[src/rtl/hazard_controller.sv]
// Pipeline hazard sequencer: load-use stalls, taken-branch flushes, memory-wait freezes.
// Latency: zero-cycle decisions from current state and inputs; state updates on clk rising edge.
// Backpressure: a memory wait freezes all stage enables until i_mem_ready. Optional HAZARD_PERF_CNT_EN adds perf counters.
module hazard_controller #(
    parameter int REG_AW       = 3,
    parameter int LOAD_BUBBLES = 1,
    parameter int CNT_W        = 16
) (
    input  logic              clk,
    input  logic              reset_n,
    input  logic              i_id_valid,
    input  logic [REG_AW-1:0] i_id_rs1,
    input  logic [REG_AW-1:0] i_id_rs2,
    input  logic              i_id_uses_rs2,
    input  logic              i_ex_regwrite,
    input  logic              i_ex_memtoreg,
    input  logic [REG_AW-1:0] i_ex_rd,
    input  logic              i_ex_branch,
    input  logic              i_ex_taken,
    input  logic              i_mem_req,
    input  logic              i_mem_ready,
    output logic              o_pc_en,
    output logic              o_ifid_en,
    output logic              o_idex_en,
    output logic              o_exmem_en,
    output logic              o_ifid_flush,
    output logic              o_idex_flush,
    output logic              o_pc_sel,
    output logic [1:0]        o_state,
    output logic [CNT_W-1:0]  o_stall_cnt,
    output logic [CNT_W-1:0]  o_flush_cnt
);

    typedef enum logic [1:0] {
        RUN        = 2'b00,
        LOAD_STALL = 2'b01,
        BR_FLUSH   = 2'b10,
        MEM_WAIT   = 2'b11
    } state_t;

    state_t     state, state_nxt;
    logic [2:0] bub_cnt, bub_nxt;
    logic       br_pend, br_nxt;

    logic load_use, taken, mem_stall, eval_run;
    logic pc_en, ifid_en, idex_en, exmem_en, ifid_flush, idex_flush, pc_sel;

    assign load_use  = i_id_valid & i_ex_regwrite & i_ex_memtoreg &
                       ((i_ex_rd == i_id_rs1) | (i_id_uses_rs2 & (i_ex_rd == i_id_rs2)));
    assign taken     = i_ex_branch & i_ex_taken;
    assign mem_stall = i_mem_req & ~i_mem_ready;

    always_comb begin
        state_nxt  = state;
        bub_nxt    = bub_cnt;
        br_nxt     = br_pend;
        eval_run   = 1'b0;
        pc_en      = 1'b1;
        ifid_en    = 1'b1;
        idex_en    = 1'b1;
        exmem_en   = 1'b1;
        ifid_flush = 1'b0;
        idex_flush = 1'b0;
        pc_sel     = 1'b0;

        case (state)
            RUN: eval_run = 1'b1;
            LOAD_STALL: begin
                if (mem_stall) begin
                    {pc_en, ifid_en, idex_en, exmem_en} = 4'b0000;
                    state_nxt = MEM_WAIT;
                end else begin
                    pc_en      = 1'b0;
                    ifid_en    = 1'b0;
                    idex_flush = 1'b1;
                    bub_nxt    = bub_cnt - 3'd1;
                    if (bub_cnt <= 3'd1) state_nxt = RUN;
                end
            end
            BR_FLUSH: begin
                if (mem_stall) begin
                    {pc_en, ifid_en, idex_en, exmem_en} = 4'b0000;
                    br_nxt    = 1'b1;
                    state_nxt = MEM_WAIT;
                end else begin
                    ifid_flush = 1'b1;
                    state_nxt  = RUN;
                end
            end
            default: begin
                if (!i_mem_ready) begin
                    {pc_en, ifid_en, idex_en, exmem_en} = 4'b0000;
                end else if (br_pend) begin
                    // Deferred target-fetch flush from a branch caught by the memory wait
                    ifid_flush = 1'b1;
                    br_nxt     = 1'b0;
                    state_nxt  = RUN;
                end else if (bub_cnt != 3'd0) begin
                    state_nxt = LOAD_STALL;
                end else begin
                    eval_run = 1'b1;
                end
            end
        endcase

        // Common RUN decision; a memory stall only counts here when already in RUN
        if (eval_run) begin
            state_nxt = RUN;
            if (state == RUN && mem_stall) begin
                {pc_en, ifid_en, idex_en, exmem_en} = 4'b0000;
                state_nxt = MEM_WAIT;
            end else if (taken) begin
                pc_sel     = 1'b1;
                ifid_flush = 1'b1;
                idex_flush = 1'b1;
                state_nxt  = BR_FLUSH;
            end else if (load_use) begin
                pc_en      = 1'b0;
                ifid_en    = 1'b0;
                idex_flush = 1'b1;
                bub_nxt    = 3'(LOAD_BUBBLES - 1);
                state_nxt  = (LOAD_BUBBLES == 1) ? RUN : LOAD_STALL;
            end
        end
    end

    always_ff @(posedge clk or negedge reset_n) begin
        if (!reset_n) begin
            state   <= RUN;
            bub_cnt <= 3'd0;
            br_pend <= 1'b0;
        end else begin
            state   <= state_nxt;
            bub_cnt <= bub_nxt;
            br_pend <= br_nxt;
        end
    end

    assign o_pc_en      = reset_n & pc_en;
    assign o_ifid_en    = reset_n & ifid_en;
    assign o_idex_en    = reset_n & idex_en;
    assign o_exmem_en   = reset_n & exmem_en;
    assign o_ifid_flush = ~reset_n | ifid_flush;
    assign o_idex_flush = ~reset_n | idex_flush;
    assign o_pc_sel     = reset_n & pc_sel;
    assign o_state      = state;

`ifdef HAZARD_PERF_CNT_EN
    logic [CNT_W-1:0] stall_cnt, flush_cnt;

    always_ff @(posedge clk or negedge reset_n) begin
        if (!reset_n) begin
            stall_cnt <= '0;
            flush_cnt <= '0;
        end else begin
            if (!o_pc_en && stall_cnt != '1) stall_cnt <= stall_cnt + 1'b1;
            if (o_pc_sel && flush_cnt != '1) flush_cnt <= flush_cnt + 1'b1;
        end
    end

    assign o_stall_cnt = stall_cnt;
    assign o_flush_cnt = flush_cnt;
`else
    assign o_stall_cnt = '0;
    assign o_flush_cnt = '0;
`endif

endmodule

[config.mk]
export PLATFORM = sky130hd
export DESIGN_NAME = hazard_controller
export DESIGN_NICKNAME = d
export VERILOG_FILES = /design/src/rtl/hazard_controller.sv
export SDC_FILE = /design/constraint.sdc
export NUM_CORES = 1
export LEC_CHECK = 0
export ABC_CLOCK_PERIOD_IN_PS = 2350
export CAP_MARGIN = 20
export CORE_ASPECT_RATIO = 0.75
export CORE_MARGIN = 5
export CORE_UTILIZATION = 37
export CTS_CLUSTER_DIAMETER = 150
export DETAILED_ROUTE_END_ITERATION = 10
export PLACE_DENSITY = 0.93
export SETUP_SLACK_MARGIN = 0.05
export SLEW_MARGIN = 20
export SYNTH_ARGS = -nofsm -noshare
export SYNTH_HDL_FRONTEND = slang
export SYNTH_SLANG_ARGS = --single-unit
export TNS_END_PERCENT = 5
[constraint.sdc]
create_clock -name clk -period 2.35 [get_ports clk]
set_input_delay 0.235 -clock clk [delete_from_list [all_inputs] [get_ports clk]]
set_output_delay 0.235 -clock clk [all_outputs]
set_load 0.05 [all_outputs]
# --- Word level (Yosys, flattened, before mapping) ---
# Index checks and enable logic that the tools add are counted.
op_classes:
  addsub: 1
  n_lt_le_gt_ge: 1
  n_eq_ne: 7
  mux: 47
  bitwise: 15
  n_reduce_logical: 10
op_table:
  columns: ["cell", "count"]
  rows:
  - ["$mux W1", 26]
  - ["$mux W2", 9]
  - ["$mux W3", 6]
  - ["$and A1 B1 Y1", 9]
  - ["$pmux W1 S2", 4]
  - ["$eq A3 B3 Y1", 2]
  - ["$pmux W2 S3", 1]
  - ["$reduce_bool A5 Y1", 1]
  - ["$ne A2 B2 Y1 const B", 2]
  - ["$ne A4 B4 Y1 const B", 1]
  - ["$reduce_and A4 Y1", 1]
  - ["$reduce_bool A4 Y1", 1]
  - ["$reduce_or A2 Y1", 2]
  - ["$le A3 B1 Y1 const B", 1]
  - ["$not A1 Y1", 3]
  - ["$or A1 B1 Y1", 3]
  - ["$pmux W1 S3", 1]
  - ["$reduce_and A3 Y1", 1]
  - ["$reduce_bool A3 Y1", 1]
  - ["$sub A3 B1 Y3 const B", 1]
  - ["$eq A2 B1 Y1 const B", 1]
  - ["$eq A2 B2 Y1 const B", 1]
  - ["$logic_not A2 Y1", 1]
  - ["$reduce_bool A2 Y1", 1]
  - ["$logic_and A1 B1 Y1", 1]
totals:
  reg_bits: 6
  in_bits: 19
  output_inout_bits: 41

# --- Depth between registers and ports, before layout ---
# Gate-level depths: netlist of the first run.
logic_depth:
  depth_word: 9
  depth_mapped: 6
  ltp_nobuf: 6

# --- Worst setup path before layout of the first run ---
# OpenSTA, ideal clock, no wires.
synth_timing:
  path_type: "reg-to-output"
  startpoint: "reg state[0] (netlist: o_state[0])"
  endpoint: "out o_pc_en"
  t_arrival_ns: 3.100
  slack_ns: -0.985
  path_stages_with_launch: 7
  n_path_buf: 1
  path_cell_list: "dfrtp_1 inv_1 ha_1 nor2b_4 a31o_4 a211oi_1 buf_4"
synth_between:
  elab_chain_len: 7
  word_cells_on_any_way: 12
  classes_between: "eq/ne (2); mux (6); bitwise (1); reduce/logical (3)"
synth_rtl:
  columns: ["item", "line_no", "rtl"]
  rows:
  - ["start, declared", "41", "state_t state, state_nxt;"]
  - ["start signal, assigned", "133", "state <= state_nxt;"]
  - ["$eq A2 B2 Y1 (tied with other cells)", null, null]
  - ["$pmux W1 S3", null, null]
  - ["$mux W1 (3 in a row)", null, null]
  - ["$mux W1 *", null, null]
  - ["$and A1 B1 Y1 *", null, null]
  - ["end, declared", "22", "output logic o_pc_en,"]
# Mark *: on every way between the ends. The rest lies on a longest branch, timed or not.

# --- Final worst setup path of the first run ---
layout_timing:
  startpoint: "reg bub_cnt[0]"
  endpoint: "out o_ifid_flush"
layout_between:
  elab_chain_len: 7
layout_rtl:
  columns: ["item", "line_no", "rtl"]
  rows:
  - ["start, declared", "42", "logic [2:0] bub_cnt, bub_nxt;"]
  - ["start signal, assigned", "134", "bub_cnt <= bub_nxt;"]
  - ["$reduce_bool A3 Y1", "98", "end else if (bub_cnt != 3'd0) begin"]
  - ["$mux W1", "98", null]
  - ["$mux W1", "93", "end else if (br_pend) begin"]
  - ["$mux W1", "91", "if (!i_mem_ready) begin"]
  - ["$pmux W1 S2", "66", "case (state)"]
  - ["$mux W1", "107", "if (eval_run) begin"]
  - ["$or A1 B1 Y1", "143", "assign o_ifid_flush = ~reset_n | ifid_flush;"]
  - ["end, declared", "26", "output logic o_ifid_flush,"]
# Every way passes these cells.

==> results.cfg, run 1 <==
[placement]
detailed_place_hpwl_mm = 1.81
placed_cells = 172
gp_congestion = 0.841
port_buffers = 27
dp_slack_ps = 230

[sta]
period_minus_slack_ps = 2250
slew_headroom_pct = 65.9
setup_viol = 0
grt_setup_unrepaired = false
setup_slack_ps = 97.7
finalCritPeriodShare_pct = 95.8
tightest_slew_ps = 506
skew_ps = 2.80
max_freq_mhz = 444
hold_violations = 0
slew_viol_final = 0

[drt]
via_per_inst = 4.48
ant_nets = 0
detail_route.iter0.violations = 19
dr_wl_met3_um = 178
wl_met2_mm = 1.06
top_layer = met4
wl_met1_um = 868
drt_wl_total_mm = 2.15
drc = 0
wl_per_cell_um = 12.1
dr.pass1.iters = 4
num_vias = 798

[final_layout]
multi_input_area_um2 = 682
fin_cells = 178
drive_gt1_share_pct = 22.9
final_cell_mix = 32 x conb_1, 20 x clkdlybuf4s50_1, 7 x xnor2_1
mostFrequentLayoutCell = conb_1
fillerInstances = 217
area_growth_syn_to_layout_pct = 33.8
register_area_um2 = 153
num_antenna_cells = 0
layout.nets = 172

[critical_path]
critical_path_buf_inv_count = 2
cp_data_arrival_time_ps = 2020
reg2reg_depth = 7
r2r-end = o_state[1]$_DFFE_PN0P_
crit_start = bub_cnt[0]$_DFF_PN0_
slowest_stage = a221o_1
start_kind = flip-flop
r2r_slack_ps = 530
critPathCaptureType = primary output
r2r_start = bub_cnt[0]$_DFF_PN0_
cp_top_family = compound AO/OA/AOI/OAI gates
worst-path-max-fanout = 6
critPathCapture = o_ifid_flush
criticalPathCategory = flip-flop to primary output
cp_data_required_time_ps = 2120
critical-path-max-stage-delay_ps = 410
path_cells = inv_2 > ha_1 > nor3b_4 > a31o_4 > a21boi_4 > a221o_1 > buf_12
crit_cells = 7

[logic_synthesis]
avgSynthCellArea_um2 = 8.43
ys_types = 35
ys_seq_elements = 6
syn_inst = 112
ys_warn_count = 0
syn_area_um2 = 945
ys_seq_area_share_pct = 15.9

[clock_network]
htree_num_levels = 1
cts_tree = built
postCtsHoldBufs = 0
cts_buffers = 3
root_buffer = clkbuf_4
cts_buffer_depth = 2
clk_pin_slew_ps = 40
clock_sinks = 6
clock_latency_ps = 250

[power_and_ir_drop]
finalPower_mw = 1.48
peakVddDrop_v = 0.000795
p_per_area_nw_per_um2 = 1170
power.leakage_nw = 0.561

[floorplan]
pin_count = 60
num_rows = 15
fp.dieArea_um2 = 3670
die_height_um = 53.8
initial_utilization_pct = 39.9
core-area_um2 = 2360
die_w_um = 68.3

[min_path]
hold_class = input port to async pin

[grt]
globalRouteOverflowTotal = 0
grt_pass1_wl_mm = 2.97
grt_max_degree = 11
antenna_found_initial = 0
grt_pass1_vias = 650
grt_use_total_pct = 11.0

[outcome]
status = finished, final reports clean

[run]
cap_viol_max_count = 0
## registers in the layout, summed over array words and instances, names as in the netlist
name     count
o_state      2
br_pend      1
bub_cnt      3
## power by group
group	leakage [nW]	switching, mW	internal [mW]
Sequential	0.0691	0.0625	0.158
Clock	0.0150	0.0380	0.0644
Combinational	0.477	0.678	0.482
Total	0.561	0.778	0.704
## final cells by class
cell class,count,share of cell area (%)
flip-flops and latches,6,12.1
multi-input cells,99,54.0
well taps,34,3.37
clock buffers,4,2.08
repair buffers,31,27.3
inverters,4,1.19
## per-layer routing
metal / global-route usage, % / vias up
met5: 0 / -
met2: 16.3 / 45
li1: - / 386
met3: 1.67 / 3
met1: 15.1 / 364
met4: 5.94 / 0
## worst min-delay path by stage
stage | startpoint | to | slack [ps] | cells past startpoint
2_1_floorplan | reset_n | br_pend$_DFFE_PN0P_ | -60 | 0
3_3_place_gp | reset_n | br_pend$_DFFE_PN0P_ | 570 | 2
3_5_place_dp | reset_n | br_pend$_DFFE_PN0P_ | 580 | 2
4_1_cts | reset_n | br_pend$_DFFE_PN0P_ | 300 | 2
5_1_grt | reset_n | br_pend$_DFFE_PN0P_ | 320 | 2
6_report | reset_n | o_state[0]$_DFFE_PN0P_ | 310 | 2
## Yosys cell counts
library cell  instances  area (um2)
xor2_1                1        8.76
inv_1                 4        15.0
o21ai_0               5        25.0
mux2i_1               1        10.0
o211ai_1              1        7.51
nand2b_1              2        12.5
nor3_1                2        10.0
mux2_2                1        11.3
a211oi_1              3        22.5
nand3b_1              1        7.51
nor2_1                5        18.8
a21oi_2               1        8.76
nand2_1               5        18.8
o31ai_1               1        7.51
o31a_2                1        10.0
nand4_1               2        12.5
nor3b_2               1        12.5
nand3_1               4        20.0
a31o_4                1        17.5
and2_0                1        6.26
a31oi_1               1        6.26
dfrtp_1               6         150
conb_1                1        3.75
and3_1                2        12.5
ha_1                  8         100
a221o_1               1        10.0
buf_4                34         255
a21oi_1               3        15.0
nor2b_4               1        13.8
a21boi_4              1        18.8
a221oi_1              1        8.76
o22a_2                1        10.0
o21ba_2               1        10.0
nor2b_1               1        6.26
xnor2_1               7        61.3
## through the flow
stage / area (um2) / util (%) / setup TNS (ps) / hold slack (ps)
floorplan: 1080 / - / -40.7 / -60.6
global placement: 1200 / 50.6 / 0 / 572
detailed placement: 1200 / 50.6 / 0 / 580
CTS: 1230 / 52.2 / 0 / 303
global route: 1260 / 53.4 / 0 / 324
finish: 1260 / 53.4 / 0 / 313
## cells by family (layout without fill, tap and decap cells)
family / Yosys count / in the layout / share of synthesized area, %
AOI/OAI and AO/OA: 22 / 22 / 18.8
xor gates and xnor gates: 8 / 8 / 7.42
adders and majority gates: 8 / 8 / 10.6
buffers and inverters: 38 / 39 / 28.6
DFF: 6 / 6 / 15.9
muxes: 2 / 2 / 2.25
other: 1 / 32 / 0.397
and+or+nand+nor: 27 / 27 / 16.0
## timing repair
| item | in CTS | in global routing |
|---|---|---|
| buffers inserted | 0 | 2 |
| resized for setup | 2 | 6 |
| endpoints found under the setup margin | 3 | 3 |
| cloned | 0 | 0 |
| pin swaps | 0 | 2 |
Note: power is estimated with default switching activity, not from simulation.
==> run 2: changes to the inputs <==
- TNS_END_PERCENT: 5 -> unset
==> results of run 2 <==
No change in the layout: final DEF, timing and power equal those of run 1.
==> run 3: changes to the inputs <==
- ABC_CLOCK_PERIOD_IN_PS: 2350 -> 2200
- CORE_MARGIN: 5 -> unset
- clock period: 2.35 -> 2.2 ns (I/O delays scaled with it)
==> run 3 against run 2 <==
  * Register-to-register slack lost 200 ps
  * Sequential share of layout area shrank 1.0 points
  * Total power grew 21%
  * Flip-flop and latch count is the same
  * Clock-buffer cell count is the same
  * Critical path depth is the same
  * Design area grew 9.4%
  * Sequential power grew 9%
==> results.cfg, run 3 (same netlist as run 1, synthesis figures left out) <==
[clock_network]
cts_buffer_depth = 2
clock_latency_ps = 250
clock_sinks = 6
cts_tree = built
root_buffer = clkbuf_4
htree_num_levels = 1
cts_buffers = 3
clk_pin_slew_ps = 50

[power_and_ir_drop]
switching_share_pct = 51.0
combinationalPowerShare_pct = 80.5
switchingPower_uw = 918
p_per_area_nw_per_um2 = 1300
p_int_uw = 883
power.leakage_nw = 0.624
share_seq_of_total_power_pct = 13.3
peakVddDrop_v = 0.000710
pwr-share-clk_pct = 6.2

[critical_path]
path_cells = inv_4 > ha_4 > nor2b_4 > a31o_4 > a21boi_4 > a221o_2 > buf_8
critical-path-max-stage-delay_ps = 430
criticalPathCategory = flip-flop to primary output
cp_top_family = compound AO/OA/AOI/OAI gates
critPathCaptureType = primary output
cp_data_required_time_ps = 1980
cp_data_arrival_time_ps = 1950
start_kind = flip-flop
critical_path_buf_inv_count = 2
crit_cells = 7
reg2reg_depth = 7
slowest_stage = dfrtp_2
worst-path-max-fanout = 5

[final_layout]
layout.nets = 185
drive_gt1_share_pct = 30.6
fillerInstances = 195
final_area_um2 = 1380
post-route-util_pct = 58.5
top_register = bub_cnt
largest_reg_flops = 3
mostFrequentLayoutCell = conb_1
area_growth_syn_to_layout_pct = 46.4
num_antenna_cells = 0
final_cell_mix = 32 x conb_1, 20 x clkdlybuf4s50_1, 19 x buf_4

[drt]
num_vias = 879
wl_per_cell_um = 12.5
drc = 0
detail_route.iter0.violations = 41
dr.pass1.iters = 4
via_per_inst = 4.60
ant_nets = 0
drt_wl_total_mm = 2.38

[sta]
grt_setup_unrepaired = true
slew_viol_final = 0
hold_violations = 0
max_freq_mhz = 460
skew_ps = 13.0
slew_headroom_pct = 66.0
tightest_slew_ps = 505
period_minus_slack_ps = 2170
finalCritPeriodShare_pct = 98.7
setup_viol = 0

[grt]
globalRouteOverflowTotal = 0
grt_pass1_wl_mm = 3.19
grt_pass1_vias = 727
grt_max_degree = 10
grt_use_total_pct = 16.0
antenna_found_initial = 0

[placement]
postPlaceCellArea_um2 = 1200
detailed_place_hpwl_mm = 1.67
gp_congestion = 0.978
port_buffers = 27

[run]
cap_viol_max_count = 0

[floorplan]
core-area_um2 = 2360
pin_count = 60
die_height_um = 45.8
num_rows = 15
initial_utilization_pct = 39.9
fp.dieArea_um2 = 2760
die_w_um = 60.3

[min_path]
hold_class = input port to async pin

[outcome]
status = finished, final reports clean
[run 3: power groups by stage]
| stage | registers [mW] | clock network, mW | logic, mW |
|---|---|---|---|
| after floorplan | 0.270 | 0 | 0.862 |
| after global placement | 0.225 | 0 | 1.13 |
| after detailed placement | 0.229 | 0 | 1.17 |
| after CTS | 0.227 | 0.115 | 1.30 |
| after global routing | 0.245 | 0.121 | 1.52 |
| final | 0.239 | 0.112 | 1.45 |
[run 3: timing repair]
action,CTS,global route
hold buffers,0,0
pin swaps,2,2
setup endpoints to repair,3,5
resized for setup,8,4
setup buffers,8,7
[run 3: final timing paths]
path	startpoint	end	slack, ps
worst min register to register	br_pend$_DFFE_PN0P_	br_pend$_DFFE_PN0P_	720
worst min-delay path	reset_n	o_state[0]$_DFFE_PN0P_	360
max in group asynchronous	reset_n	bub_cnt[2]$_DFF_PN0_	1690
worst max-delay path	o_state[0]$_DFFE_PN0P_	o_ifid_flush	30
min in group clk	br_pend$_DFFE_PN0P_	br_pend$_DFFE_PN0P_	720
worst max register to register	o_state[1]$_DFFE_PN0P_	o_state[1]$_DFFE_PN0P_	330
[run 3: metrics by stage]
step                TNS, ps  std cells  worst slack, ps  hold slack [ps]  total power [mW]
floorplan             -89.1        143            -89.1            -75.6              1.13
global placement          0        172              193              576              1.36
detailed placement        0        172              144              593              1.40
CTS                       0        184             63.3              343              1.65
global route          -23.5        191            -23.5              370              1.89
finish                    0        191             28.3              362              1.80
[run 3: metal layers]
layer,GRT usage [%],vias to the layer above,part of all wire [%]
met5,0,-,0
met4,4.65,0,1.3
met3,3.13,6,9.1
met2,28.1,53,51
met1,19.8,408,38
li1,-,412,-
[run 3: layout make-up]
cell class	count	area (um2)	share of cell area, %
repair buffers	44	438	31.7
clock buffers	4	26.3	1.90
inverters	4	17.5	1.27
well taps	34	42.5	3.08
flip-flops and latches	6	153	11.0
multi-input cells	99	706	51.0
